--- src/rtl/scic_io_port.sv ---
// SCIC I/O-bus responder: debounced switch inputs with sticky change flag and
// interrupt, plus a core-writable LED register.

module scic_sync2 (
  input  logic clock,
  input  logic reset,
  input  logic d,
  output logic q
);
  logic meta;

  always_ff @(posedge clock or negedge reset) begin
    if (!reset) begin
      meta <= 1'b0;
      q    <= 1'b0;
    end else begin
      meta <= d;
      q    <= meta;
    end
  end
endmodule

module scic_io_port #(
  parameter int SW_W            = 4,
  parameter int DATA_W          = 8,
  parameter int DEBOUNCE_CYCLES = 4
) (
  input  logic              clock,
  input  logic              reset,
  input  logic [1:0]        io_addr,
  input  logic              io_rd,
  input  logic              io_wr,
  input  logic [DATA_W-1:0] io_wdata,
  output logic [DATA_W-1:0] io_rdata,
  output logic              io_ready,
  input  logic [SW_W-1:0]   switches,
  output logic [SW_W-1:0]   LEDs,
  output logic              sw_irq
);
  localparam int CW = $clog2(DEBOUNCE_CYCLES + 1);
  localparam logic [CW-1:0] CNT_LAST = CW'(DEBOUNCE_CYCLES - 1);

  typedef enum logic {IDLE, COUNT} db_state_t;

  db_state_t         state;
  logic [SW_W-1:0]   sync, stable, cand;
  logic [CW-1:0]     cnt;
  logic              changed, irq_en, accept, rd_en;
  logic [DATA_W-1:0] rd_mux;
  logic              unused_wdata;

  assign unused_wdata = ^io_wdata;

  for (genvar i = 0; i < SW_W; i++) begin : g_sync
    scic_sync2 u_sync (.clock(clock), .reset(reset), .d(switches[i]), .q(sync[i]));
  end

  // Counter reaching CNT_LAST while still matching completes DEBOUNCE_CYCLES
  // stable cycles counted from the first differing synchronized sample.
  assign accept = (state == COUNT) && (sync == cand) && (cnt == CNT_LAST);

  always_ff @(posedge clock or negedge reset) begin
    if (!reset) begin
      state  <= IDLE;
      stable <= '0;
      cand   <= '0;
      cnt    <= '0;
    end else begin
      case (state)
        IDLE: if (sync != stable) begin
          cand  <= sync;
          cnt   <= CW'(1);
          state <= COUNT;
        end
        COUNT: begin
          if (sync == cand) begin
            if (cnt == CNT_LAST) begin
              stable <= cand;
              cnt    <= '0;
              state  <= IDLE;
            end else begin
              cnt <= cnt + CW'(1);
            end
          end else if (sync == stable) begin
            cnt   <= '0;
            state <= IDLE;
          end else begin
            cand <= sync;
            cnt  <= CW'(1);
          end
        end
        default: state <= IDLE;
      endcase
    end
  end

  // A simultaneous write takes the cycle; the read half is dropped.
  assign rd_en = io_rd & ~io_wr;

  always_comb begin
    rd_mux = '0;
    case (io_addr)
      2'd0: rd_mux[SW_W-1:0] = stable;
      2'd1: rd_mux[0]        = changed;
      2'd2: rd_mux[SW_W-1:0] = LEDs;
      2'd3: rd_mux[0]        = irq_en;
      default: rd_mux = '0;
    endcase
  end

  always_ff @(posedge clock or negedge reset) begin
    if (!reset) begin
      io_ready <= 1'b0;
      io_rdata <= '0;
      LEDs     <= '0;
      irq_en   <= 1'b0;
      changed  <= 1'b0;
      sw_irq   <= 1'b0;
    end else begin
      io_ready <= io_rd | io_wr;
      io_rdata <= rd_en ? rd_mux : '0;
      if (io_wr) begin
        case (io_addr)
          2'd2:    LEDs   <= io_wdata[SW_W-1:0];
          2'd3:    irq_en <= io_wdata[0];
          default: ;
        endcase
      end
      // Set beats read-to-clear so an acceptance is never lost.
      if (accept)
        changed <= 1'b1;
      else if (rd_en && io_addr == 2'd1)
        changed <= 1'b0;
      sw_irq <= changed & irq_en;
    end
  end
endmodule
--- config.mk ---
export PLATFORM = sky130hd
export DESIGN_NAME = scic_io_port
export DESIGN_NICKNAME = d
export VERILOG_FILES = /design/src/rtl/scic_io_port.sv
export SDC_FILE = /design/constraint.sdc
export NUM_CORES = 1
export LEC_CHECK = 0
export ABC_CLOCK_PERIOD_IN_PS = 2009
export BUFFER_PORTS_ARGS = -buffer_cell sky130_fd_sc_hd__buf_4
export CAP_MARGIN = 20
export CELL_PAD_IN_SITES_DETAIL_PLACEMENT = 1
export CELL_PAD_IN_SITES_GLOBAL_PLACEMENT = 2
export CORE_UTILIZATION = 34
export DETAILED_ROUTE_END_ITERATION = 8
export PLACE_DENSITY = 0.8
export REMOVE_ABC_BUFFERS = 1
export SYNTH_ARGS = -nofsm -noshare
export SYNTH_HDL_FRONTEND = slang
export SYNTH_SLANG_ARGS = --single-unit
--- constraint.sdc ---
create_clock -name clock -period 2.01 [get_ports clock]
set_input_delay 0.1005 -clock clock [delete_from_list [all_inputs] [get_ports clock]]
set_output_delay 0.1005 -clock clock [all_outputs]
set_load 0.02 [all_outputs]
# After elaboration in Yosys (flattened, before gate mapping)
# Index checks and enable logic that the tools add are counted.
[word_totals]
regBits = 32
input_bits = 18
[op_classes]
n_addsub = 1
eq_ne = 10
n_mux = 19
bitwise_logic = 5
reduce_logical = 9
[ops]
columns = ["cell", "n"]
rows = [
  ["2-to-1 mux 4 bit", 4],
  ["case mux 3 bit (2 select lines)", 2],
  ["2-to-1 mux 3 bit", 3],
  ["== test 4 bit", 2],
  ["case mux 4 bit (2 select lines)", 1],
  ["2-to-1 mux 1 bit", 7],
  ["inequality test 2 bit, second input constant", 3],
  ["AND reduction 3 bit", 2],
  ["== test 2 bit, second input constant", 2],
  ["inequality test 4 bit", 1],
  ["case mux 1 bit (4 select lines)", 1],
  ["AND reduction 2 bit", 2],
  ["adder 3 x 1 -> 3 bit, second input constant", 1],
  ["== test 3 x 2 -> 1 bit, second input constant", 1],
  ["logical AND 1 bit", 3],
  ["bitwise AND 1 bit", 2],
  ["== test 2 x 1 -> 1 bit, second input constant", 1],
  ["logical NOT 2 bit", 1],
  ["NOT 1 bit", 2],
  ["case mux 1 bit (2 select lines)", 1],
  ["nonzero test 2 bit", 1],
  ["bitwise OR 1 bit", 1],
]

# Longest topological paths before layout
# Gate-level depths: netlist (run 1).
[logic_depth]
depth_word = 5
depth_mapped = 6

# Modules after synthesis
# A second synthesis (run 1) with hierarchy kept.
[unflattened]
cells_unflattened = 93
hier_area_um2 = 1338.8
[modules_own_cells]
columns = ["mod", "n_inst", "cells_each", "area_each_um2", "seq_area_each_um2"]
rows = [
  ["scic_io_port", 1, 85, 1138.6, 600.6],
  ["scic_sync2", 4, 2, 50.0, 50.0],
]

# Worst setup path before layout (run 1)
# Ideal clock, no wire load.
[synth_path]
path_kind = "flip-flop to flip-flop"
start = "register cnt[0]"
end = "register stable[0]"
setup_ps = 125
t_arrival_ps = 1374
required_time_ps = 1885
setup_slack_ps = 511
path_stages_with_launch = 7
path_cell_list = "dfrtp_1 -> ha_1 -> nor2b_1 -> nand3_1 -> or2_1 -> buf_6 -> mux2_4"
[synth_between]
elab_chain_cells = 2
[synth_lines]
columns = ["item", "line", "rtl"]
rows = [
  ["start, declared", "47", "logic [CW-1:0] cnt;"],
  ["start signal, assigned", "82", "cnt <= cnt + CW'(1);"],
  ["== test 3 x 2 -> 1 bit", "77", "if (cnt == CNT_LAST) begin"],
  ["AND reduction 3 bit (no line)", "--", ""],
  ["end signal, assigned", "78", "stable <= cand;"],
  ["end, declared", "46", "logic [SW_W-1:0] sync, stable, cand;"],
]
# Every way passes these cells.
# A chain may end at the register's enable or synchronous reset.

# Final worst setup path (run 1)
[layout_path]
start = "register cand[2]"
end = "register cand[1]"
[layout_between]
elab_chain_cells = 3
[layout_lines]
columns = ["item", "line", "rtl"]
rows = [
  ["start, declared", "46", ""],
  ["start signal, assigned", "71", "cand <= sync;"],
  ["start signal, assigned", "88", "cand <= sync;"],
  ["== test 4 bit", "76", "if (sync == cand) begin"],
  ["inequality test 2 bit (no line)", "--", ""],
  ["AND reduction 3 bit (no line)", "--", ""],
]
# Every way passes these cells.

==> impl_results.md, run 1 <==
- Die X: 64.43 microns
- Sink Count: 32
- Vias in the first global route: 858
- Setup TNS: 0 ns
- IO Count: 32
- Placer Congestion: 0.7742
- WHS Path Cells: 2
- Power Density: 980.8 mW/mm^2
- Worst R2R Setup Slack: 0.30 ns
- Worst vdd ir: 0.4566 mV
- Crit. End Element: flop
- Startpoint types: flop
- Cells after Synth: 98
- RSZ-0062 raised after global routing: false
- Yosys cell types: 30
- Clk root buf: clkbuf_8
- Post-CTS Resized: 0
- First-pass GRT wire length: 4.064 mm
- FF/Latch Area: 800.8 sq um
- Via count: 821
- Register bit total from synthesis: 32
- Overflow after GRT: 0
- Detailed-route wire length: 2.434 mm
- Core area: 0.003689 sq mm
- DR WL/cell: 13.60 microns
- Ratio of cells with drive above 1 in the final layout: 35.11%
- Kind of critical path: reg -> reg
- Final net count: 149
- Residual DRC: 0
- Final worst path period share: 85.17%
- FF-to-FF path depth: 4
- Yosys warning count: 0
- Seq/Total Area, Yosys: 60.43%
- TritonRoute pass-1 iters: 2
- GRT Total Usage: 13.47%
- H-tree depth: 2
- Final Hold Vio Count: 0
- Worst EP required: 2.17 ns
- Minimum clock period: 1.712 ns
- Hold Crit Class: in -> reg
- Clock transition at path regs: 0.07 ns
- Final Setup Violations: 0
- Maximum fanout along the worst path: 5
- Avg Inst Size Synth: 13.52 sq um
- Area of the multi-input gates: 490.5 sq um
- Total chip power: 1.668 mW
- Initial Utilization: 35.92%
- Die Y: 64.43 microns
- Most common cell after layout, fill and taps aside: dfrtp_1
- Status: completed
- Num rows: 22
- Crit path arrival time: 1.87 ns
- Maximum clock rate: 584.1 MHz
- # diodes: 0
- LEAKAGE: 0.7937 nW
- Area Overhead vs Synth: 28.33%
- Vias/cell: 4.587
- Clock Latency Late Sink: 0.28 ns
- Skew final: 0.004500 ns
- Total CTS buffers: 5
- Cell Area, Synth: 0.001325 sq mm
- Antenna violation net count after detailed routing: 0
- Pin count of the biggest net entering global routing: 33
- Filler instances: 398
- Iter 0 DRT Violations: 46
- Max cap viols: 0
- Final Max Tran Viols: 0
- Die area: 0.004151 sq mm
- CTS tree: built
- Max clock buf depth: 2
- Antenna violations before repair: 0
- I/O Buffers: 23
- Most frequent cells in the layout: 32 x dfrtp_1, 23 x buf_4, 9 x nand2_1
[flip-flops by register name, summed over array words and instances (netlist names), 3 cells and up]
| name | cells |
|---|---|
| stable | 4 |
| g_sync.u_sync.q | 4 |
| io_rdata | 4 |
| cand | 4 |
| g_sync.u_sync.meta | 4 |
| cnt | 3 |
| LEDs | 4 |
[worst paths after layout]
path / from / endpoint
max: cand[2]$_DFFE_PN0P_ / cand[1]$_DFFE_PN0P_
min: io_rd / io_ready$_DFF_PN0_
max reg2reg: cand[2]$_DFFE_PN0P_ / cand[1]$_DFFE_PN0P_
min reg2reg: g_sync[0].u_sync.meta$_DFF_PN0_ / g_sync[0].u_sync.q$_DFF_PN0_
max in group asynchronous: reset / sw_irq$_DFF_PN0_
min in group asynchronous: reset / cnt[2]$_DFFE_PN0P_
[what timing repair did]
action	4_1_cts	5_1_grt
setup buffers	0	0
hold buffers	5	0
endpoints found under the hold margin	36	0
[stage by stage]
stage                     cells  worst slack [ns]  hold WS (ns)  utilization (%)  cell area (sq um)
after global placement      166            0.3409       0.05719            41.32               1524
after detailed placement    166            0.3151       0.06612            41.32               1524
final                       179            0.2981       0.04166            46.10               1700
after floorplan              95            0.5191       -0.1951                -               1291
after global routing        179            0.1771       0.04200            46.10               1700
after CTS                   179            0.2991       0.03049            46.10               1700
[critical path, cell delays in order (launching register included)]
cell and delay, ns:
dfrtp_1 0.41, xnor2_1 0.17, nand3_1 0.18, o21ai_0 0.44, mux2_2 0.40
[logic make-up after synthesis]
| family | after synthesis | synth area share, % |
|---|---|---|
| simple gates | 30 | 12.37 |
| compound gates | 5 | 2.833 |
| mux | 15 | 14.45 |
| other cells | 1 | 0.2830 |
| buf+inv | 6 | 3.399 |
| xor+xnor | 8 | 5.288 |
| flops | 32 | 60.43 |
| fa+ha+maj | 1 | 0.9441 |
[power by group]
part           switching [mW]  internal [mW]
Combinational           0.117          0.133
Clock                   0.224          0.437
Sequential             0.0498          0.707
[metal layers]
layer | vias to the layer above | global-route usage [%] | routed length (microns)
li1 | 389 | - | -
met1 | 414 | 15.87 | 1118
met2 | 13 | 22.11 | 1202
met3 | 5 | 3.697 | 74
met4 | 0 | 7.500 | 40
met5 | - | 0 | 0
[area by class of cell]
class,count,area share [%]
Multi-Input combinational cell,63,28.84
Tap cell,48,3.532
Clock buffer,7,5.666
Sequential cell,32,47.09
Timing Repair Buffer,28,13.10
Clock inverter,1,1.766
[synth_stat cells]
cell type | count | area share, %
nand2_1 | 9 | 2.5
and4_1 | 1 | 0.66
mux2i_1 | 3 | 2.3
nand3b_1 | 2 | 1.1
or3b_2 | 1 | 0.66
ha_1 | 1 | 0.94
mux2_4 | 4 | 4.5
dfrtp_1 | 32 | 60
a21boi_0 | 1 | 0.57
conb_1 | 1 | 0.28
or2_2 | 2 | 0.94
clkbuf_1 | 1 | 0.28
xnor2_1 | 8 | 5.3
nand3_1 | 3 | 1.1
nor2_1 | 4 | 1.1
nand4bb_1 | 1 | 0.85
and2_1 | 1 | 0.47
and3b_1 | 1 | 0.66
o21a_1 | 1 | 0.57
o311ai_0 | 1 | 0.66
mux2_2 | 7 | 5.9
buf_6 | 1 | 0.85
or2_1 | 1 | 0.47
buf_4 | 4 | 2.3
nand4_1 | 1 | 0.47
a22o_1 | 1 | 0.66
nor3_1 | 2 | 0.76
nor2b_1 | 1 | 0.47
mux4_2 | 1 | 1.7
o21ai_0 | 1 | 0.38
Power figures use the tool's default switching activity.
==> run 2: changes to the inputs <==
Settings changed: ABC_AREA from default to 1, CORE_UTILIZATION 34 to 31, PLACE_DENSITY 0.8 to 0.81.
==> impl_results.md, run 2 <==
- Yosys cell types: 24
- Skew final: 0.004647 ns
- Post-synth top area cell: dfrtp_1
- Worst R2R Start: cnt[0]$_DFFE_PN0P_
- Main synth FF type: dfrtp_1
- Cells after Synth: 167
- Antenna violation net count after detailed routing: 0
- Final instance area: 0.001857 sq mm
- IO Count: 32
- Num rows: 24
- GRT Total Usage: 15.71%
- Die Y: 71.10 microns
- Kind of critical path: reg -> reg
- Filler instances: 530
- Vias in the first global route: 1329
- Die area: 0.005055 sq mm
- Post-DP Area: 0.001699 sq mm
- Sink Count: 32
- Power Density: 1090 mW/mm^2
- Hold Crit Class: in -> reg
- Yosys warning count: 0
- Crit. End Element: flop
- DR WL/cell: 13.62 microns
- Worst EP required: 2.18 ns
- Final Max Tran Viols: 0
- Cell with the most instances after synthesis: nand2_1
- Clock Latency Late Sink: 0.28 ns
- H-tree depth: 2
- Overflow after GRT: 0
- Final Setup Violations: 0
- Maximum fanout along the worst path: 7
- First-pass GRT wire length: 6.044 mm
- Worst vdd ir: 0.5331 mV
- Residual DRC: 0
- Largest cells by area after synthesis: dfrtp_1 54%, nand2_1 15%, inv_1 3.8%
- Initial Utilization: 33.08%
- Crit path arrival time: 1.70 ns
- Final worst path period share: 76.39%
- Via count: 1198
- Register bit total from synthesis: 32
- RSZ-0062 raised after global routing: false
- I/O Buffers: 23
- Seq/Total Area, Yosys: 54.10%
- Clk root buf: clkbuf_8
- Max clock buf depth: 2
- Number of synthesized flops with an enable pin: 0
- Avg Inst Size Synth: 8.863 sq um
- Post-synth top cells: 58 x nand2_1, 32 x dfrtp_1, 15 x inv_1, 9 x nand3_1, 8 x nand4_1
- Synth top area share: 54.10%
- CP startpoint: cnt[0]$_DFFE_PN0P_
- Max cap viols: 0
- Antenna violations before repair: 0
- Pin count of the biggest net entering global routing: 33
- Status: completed
- Area Overhead vs Synth: 25.44%
- Cell Area, Synth: 0.001480 sq mm
- Hold Startpoint: io_rd
- Iter 0 DRT Violations: 24
- Vias/cell: 4.717
- Final net count: 220
- Clock transition at path regs: 0.07 ns
- Minimum clock period: 1.535 ns
- # diodes: 0
- Ratio of cells with drive above 1 in the final layout: 24.26%
- Detailed-route wire length: 3.459 mm
- Postcts setup bufs: 0
- Most common cell after layout, fill and taps aside: nand2_1
- Placer Congestion: 0.7769
- TritonRoute pass-1 iters: 5
- HPWL Detailed: 2.578 mm
- Startpoint types: flop
- Core area: 0.004474 sq mm
- Die X: 71.10 microns
- Total CTS buffers: 5
- Most frequent cells in the layout: 58 x nand2_1, 32 x dfrtp_1, 23 x buf_4
- Setup TNS: 0 ns
- CTS tree: built
- Maximum clock rate: 651.3 MHz
- LEAKAGE: 0.9580 nW
- Final Hold Vio Count: 0
- Post-synth ARST share: 100.0%
[run 2: changes by cell type after synthesis, sizes merged, moves of 3 or more]
cell and change:
nand3 +7, xnor2 -8, a21oi +4, mux2 -8
o21ai +6, nor2 +7, nand2 +53, mux2i -3
nand4 +8, inv +19
[run 2: logic make-up (layout without fill, tap and decap cells)]
| group | after synthesis | in the layout | synth area share [%] |
|---|---|---|---|
| other | 1 | 4 | 0.2533 |
| buffers and inverters | 23 | 55 | 6.847 |
| multiplexers | 3 | 3 | 2.282 |
| adder cells (fa/ha/maj) | 1 | 1 | 0.8452 |
| AND/OR/NAND/NOR | 94 | 94 | 30.77 |
| AO/OA/AOI/OAI | 12 | 12 | 4.311 |
| flip-flops | 32 | 32 | 54.10 |
| XOR/XNOR | 1 | 1 | 0.5918 |
[run 2: power breakdown]
group	switching, mW	internal [mW]	leakage (nW)	total, mW
registers	0.112	0.761	0.396	0.873
logic	0.357	0.196	0.507	0.553
clock network	0.231	0.368	0.0552	0.598
total	0.699	1.32	0.958	2.02
[run 2: what timing repair did]
action,in CTS,in global routing
hold buffers,5,0
endpoints found under the hold margin,36,0
gates resized for setup,0,0
[run 2: final timing paths]
check | end | slack, ns | depth (start not counted)
worst max register to register | stable[1]$_DFFE_PN0P_ | 0.47 | 6
min in group asynchronous | g_sync[0].u_sync.meta$_DFF_PN0_ | 0.30 | 2
worst min-delay path | io_ready$_DFF_PN0_ | 0.02 | 2
max in group asynchronous | g_sync[3].u_sync.q$_DFF_PN0_ | 1.42 | 2
worst max-delay path | stable[1]$_DFFE_PN0P_ | 0.47 | 6
worst min register to register | g_sync[3].u_sync.q$_DFF_PN0_ | 0.35 | 0
[run 2: critical path, cell delays in order (launching register included)]
cell,delay (ns)
dfrtp_1,0.38
ha_1,0.15
inv_1,0.06
nor2_1,0.38
nand4_2,0.27
nand2_1,0.13
nand2_1,0.06
[run 2: through the flow]
| stage | hold slack [ns] | utilization (%) | worst slack, ns | cells | power [mW] |
|---|---|---|---|---|---|
| after floorplan | -0.1951 | - | 0.7785 | 166 | 1.237 |
| final | 0.02385 | 41.50 | 0.4745 | 254 | 2.024 |
| after CTS | 0.01325 | 41.50 | 0.4844 | 254 | 2.061 |
| after global placement | 0.05725 | 37.98 | 0.5814 | 241 | 1.399 |
| after detailed placement | 0.07082 | 37.98 | 0.5044 | 241 | 1.436 |
| after global routing | 0.01326 | 41.50 | 0.3145 | 254 | 2.168 |
[run 2: routing by layer]
layer	global-route usage, %	vias to the layer above	part of all wire, %	wire [microns]
met2	27.24	22	50	1736
met3	3.989	6	3.0	105
met5	0	-	0	0
met1	18.58	578	45	1560
li1	-	592	-	-
met4	6.444	0	1.6	57
[run 2: cell type report]
| type | count | area [sq um] | share of cell area [%] |
|---|---|---|---|
| sequential | 32 | 800.8 | 43.13 |
| multi-input combinational | 115 | 589.3 | 31.74 |
| timing repair buffer | 28 | 222.7 | 11.99 |
| clock buffer | 6 | 72.57 | 3.908 |
| inverter | 19 | 71.32 | 3.841 |
| tap | 52 | 65.06 | 3.504 |
| clock inverter | 2 | 35.03 | 1.887 |
==> run 3: changes to the inputs <==
Settings changed: ABC_AREA 1 to 0, ABC_CLOCK_PERIOD_IN_PS 2009 to 1350, PLACE_DENSITY 0.81 to 0.77.
Clock period 2.01 ns to 1.35 ns, I/O delays scaled along.
==> impl_results.md, run 3 (synthesized netlist as in run 1, its figures left out) <==
- Hold Crit Class: in -> reg
- Total CTS buffers: 5
- Util after Layout: 48.10%
- IO Count: 32
- Net Sw Power: 0.6537 mW
- Ratio of cells with drive above 1 in the final layout: 54.30%
- Pin count of the biggest net entering global routing: 33
- Post-DP Area: 0.001654 sq mm
- Top cell by count, worst path: buf_6
- LEAKAGE: 0.9290 nW
- Sink Count: 32
- Critical path's slowest cell: dfrtp_1
- First-pass GRT wire length: 4.719 mm
- Power Density: 1220 mW/mm^2
- Final Setup Violations: 9
- Hold_ws: 0.01586 ns
- # diodes: 0
- Most common cell after layout, fill and taps aside: buf_4
- RSZ-0062 raised after global routing: true
- Iter 0 DRT Violations: 29
- Detailed-route wire length: 2.859 mm
- Worst R2R Setup Slack: -0.19 ns
- Crit. End Element: flop
- Dpl cells: 185
- Final worst path period share: 113.9%
- Num rows: 23
- Clock Power Share: 28.7%
- Clk root buf: clkbuf_8
- Via count: 944
- Maximum clock rate: 650.3 MHz
- Final Hold Vio Count: 0
- Area Overhead vs Synth: 47.31%
- FF-to-FF path depth: 6
- I/O Buffers: 23
- Combinational Power Share: 23.6%
- GRT Total Usage: 14.73%
- Failing checks: setup timing
- Antenna violation net count after detailed routing: 0
- Hold worst-path end: io_ready$_DFF_PN0_
- Setup TNS: -1.237 ns
- Startpoint types: flop
- HPWL Detailed: 2.014 mm
- Worst slack, placed: -0.3320 ns
- Reg-to-reg critical path endpoint: cand[1]$_DFFE_PN0P_
- Die X: 67.38 microns
- Vias/cell: 4.697
- CTS tree: built
- Kind of critical path: reg -> reg
- Setup ws final: -0.1878 ns
- Die Y: 67.38 microns
- Internal power: 1.727 mW
- TritonRoute pass-1 iters: 4
- Clock transition at path regs: 0.06 ns
- Core area: 0.004058 sq mm
- Die area: 0.004539 sq mm
- Minimum clock period: 1.538 ns
- Worst EP required: 1.52 ns
- WHS Path Cells: 2
- DR WL/cell: 14.22 microns
- Status: finished with violations
- Initial Utilization: 32.65%
- H-tree depth: 2
- Final Instance Count excl. Fillers: 201
- Switching share of total power: 27.45%
- Most frequent cells in the layout: 39 x buf_4, 32 x dfrtp_1, 8 x nand2_1
- Max cap viols: 0
- Hold Startpoint: io_wr
- Placer Congestion: 0.7569
- Max incr delay on CP: 0.43 ns
- Skew final: 0.006605 ns
- Worst vdd ir: 0.5840 mV
- Final Max Tran Viols: 0
- Crit path arrival time: 1.71 ns
- Max clock buf depth: 2
- Maximum fanout along the worst path: 3
- Clock Latency Late Sink: 0.28 ns
- Crit path cell chain: buf_6 -> xnor2_2 -> nand4_1 -> o21ai_2 -> buf_6 -> mux2_4
- Final instance area: 0.001952 sq mm
- Total chip power: 2.381 mW
- Residual DRC: 0
- Final net count: 170
- Worst R2R Start: g_sync[3].u_sync.q$_DFF_PN0_
- Overflow after GRT: 0
- Reg power frac: 47.6%
- Antenna violations before repair: 0
- Vias in the first global route: 971
-- run 3: changes by cell type in the layout (fill, tap and decap cells not counted), sizes merged, moves of 7 or more --
| cell | previous run | this run |
|---|---|---|
| mux2 | 3 | 11 |
| nand4 | 9 | 1 |
| xnor2 | 0 | 8 |
| nand3 | 10 | 3 |
| inv | 19 | 0 |
| nand2 | 62 | 9 |
| buf | 23 | 43 |
| nor2 | 11 | 4 |
-- run 3: worst max-delay path, delay by kind of cell, from the launching register on --
| family | cells | cell delay (ns) |
|---|---|---|
| AND/OR/NAND/NOR | 1 | 0.15 |
| multiplexers | 1 | 0.28 |
| XOR/XNOR | 1 | 0.16 |
| buffers and inverters | 2 | 0.28 |
| flip-flops | 1 | 0.43 |
| AO/OA/AOI/OAI | 1 | 0.13 |
-- run 3: layer usage --
| layer | track usage (%) | vias to the layer above | part of all wire (%) |
|---|---|---|---|
| li1 | - | 433 | - |
| met1 | 17.01 | 485 | 41 |
| met2 | 25.00 | 22 | 54 |
| met3 | 4.561 | 4 | 3.9 |
| met4 | 6.383 | 0 | 0.98 |
| met5 | 0 | - | 0 |
-- run 3: cell type report --
type                            count  area, sq um
Clock buffer                        6        72.57
Clock inverter                      1        5.005
Fill cell                         416         2106
Multi-Input combinational cell     63        613.1
Sequential cell                    32        800.8
Tap cell                           50        62.56
Timing Repair Buffer               49        397.9
-- run 3: how the worst max path moves through the flow --
| stage | start | endpoint | slack (ns) | cells past startpoint |
|---|---|---|---|---|
| floorplan | cnt[0]$_DFFE_PN0P_ | stable[0]$_DFFE_PN0P_ | -0.14 | 5 |
| global placement | g_sync[3].u_sync.q$_DFF_PN0_ | cand[3]$_DFFE_PN0P_ | -0.27 | 5 |
| detailed placement | g_sync[3].u_sync.q$_DFF_PN0_ | cnt[0]$_DFFE_PN0P_ | -0.33 | 5 |
| CTS | cnt[0]$_DFFE_PN0P_ | stable[0]$_DFFE_PN0P_ | -0.18 | 5 |
| global route | g_sync[3].u_sync.q$_DFF_PN0_ | cand[1]$_DFFE_PN0P_ | -0.28 | 6 |
| finish | g_sync[3].u_sync.q$_DFF_PN0_ | cand[1]$_DFFE_PN0P_ | -0.19 | 6 |
-- run 3: what timing repair did --
item                                   in CTS  in global routing
hold buffers                                6                  0
setup endpoints to repair                  11                 10
endpoints found under the hold margin      37                  0
resized for setup                          18                 13
setup buffers                               4                  2
pin swaps                                  12                  7
-- run 3: power by group through the flow --
| stage | sequential, mW | clock [mW] | combinational (mW) |
|---|---|---|---|
| floorplan | 1.16 | 0 | 0.188 |
| global placement | 1.13 | 0 | 0.450 |
| detailed placement | 1.14 | 0 | 0.467 |
| CTS | 1.13 | 0.702 | 0.536 |
| global route | 1.15 | 0.750 | 0.605 |
| finish | 1.13 | 0.684 | 0.562 |
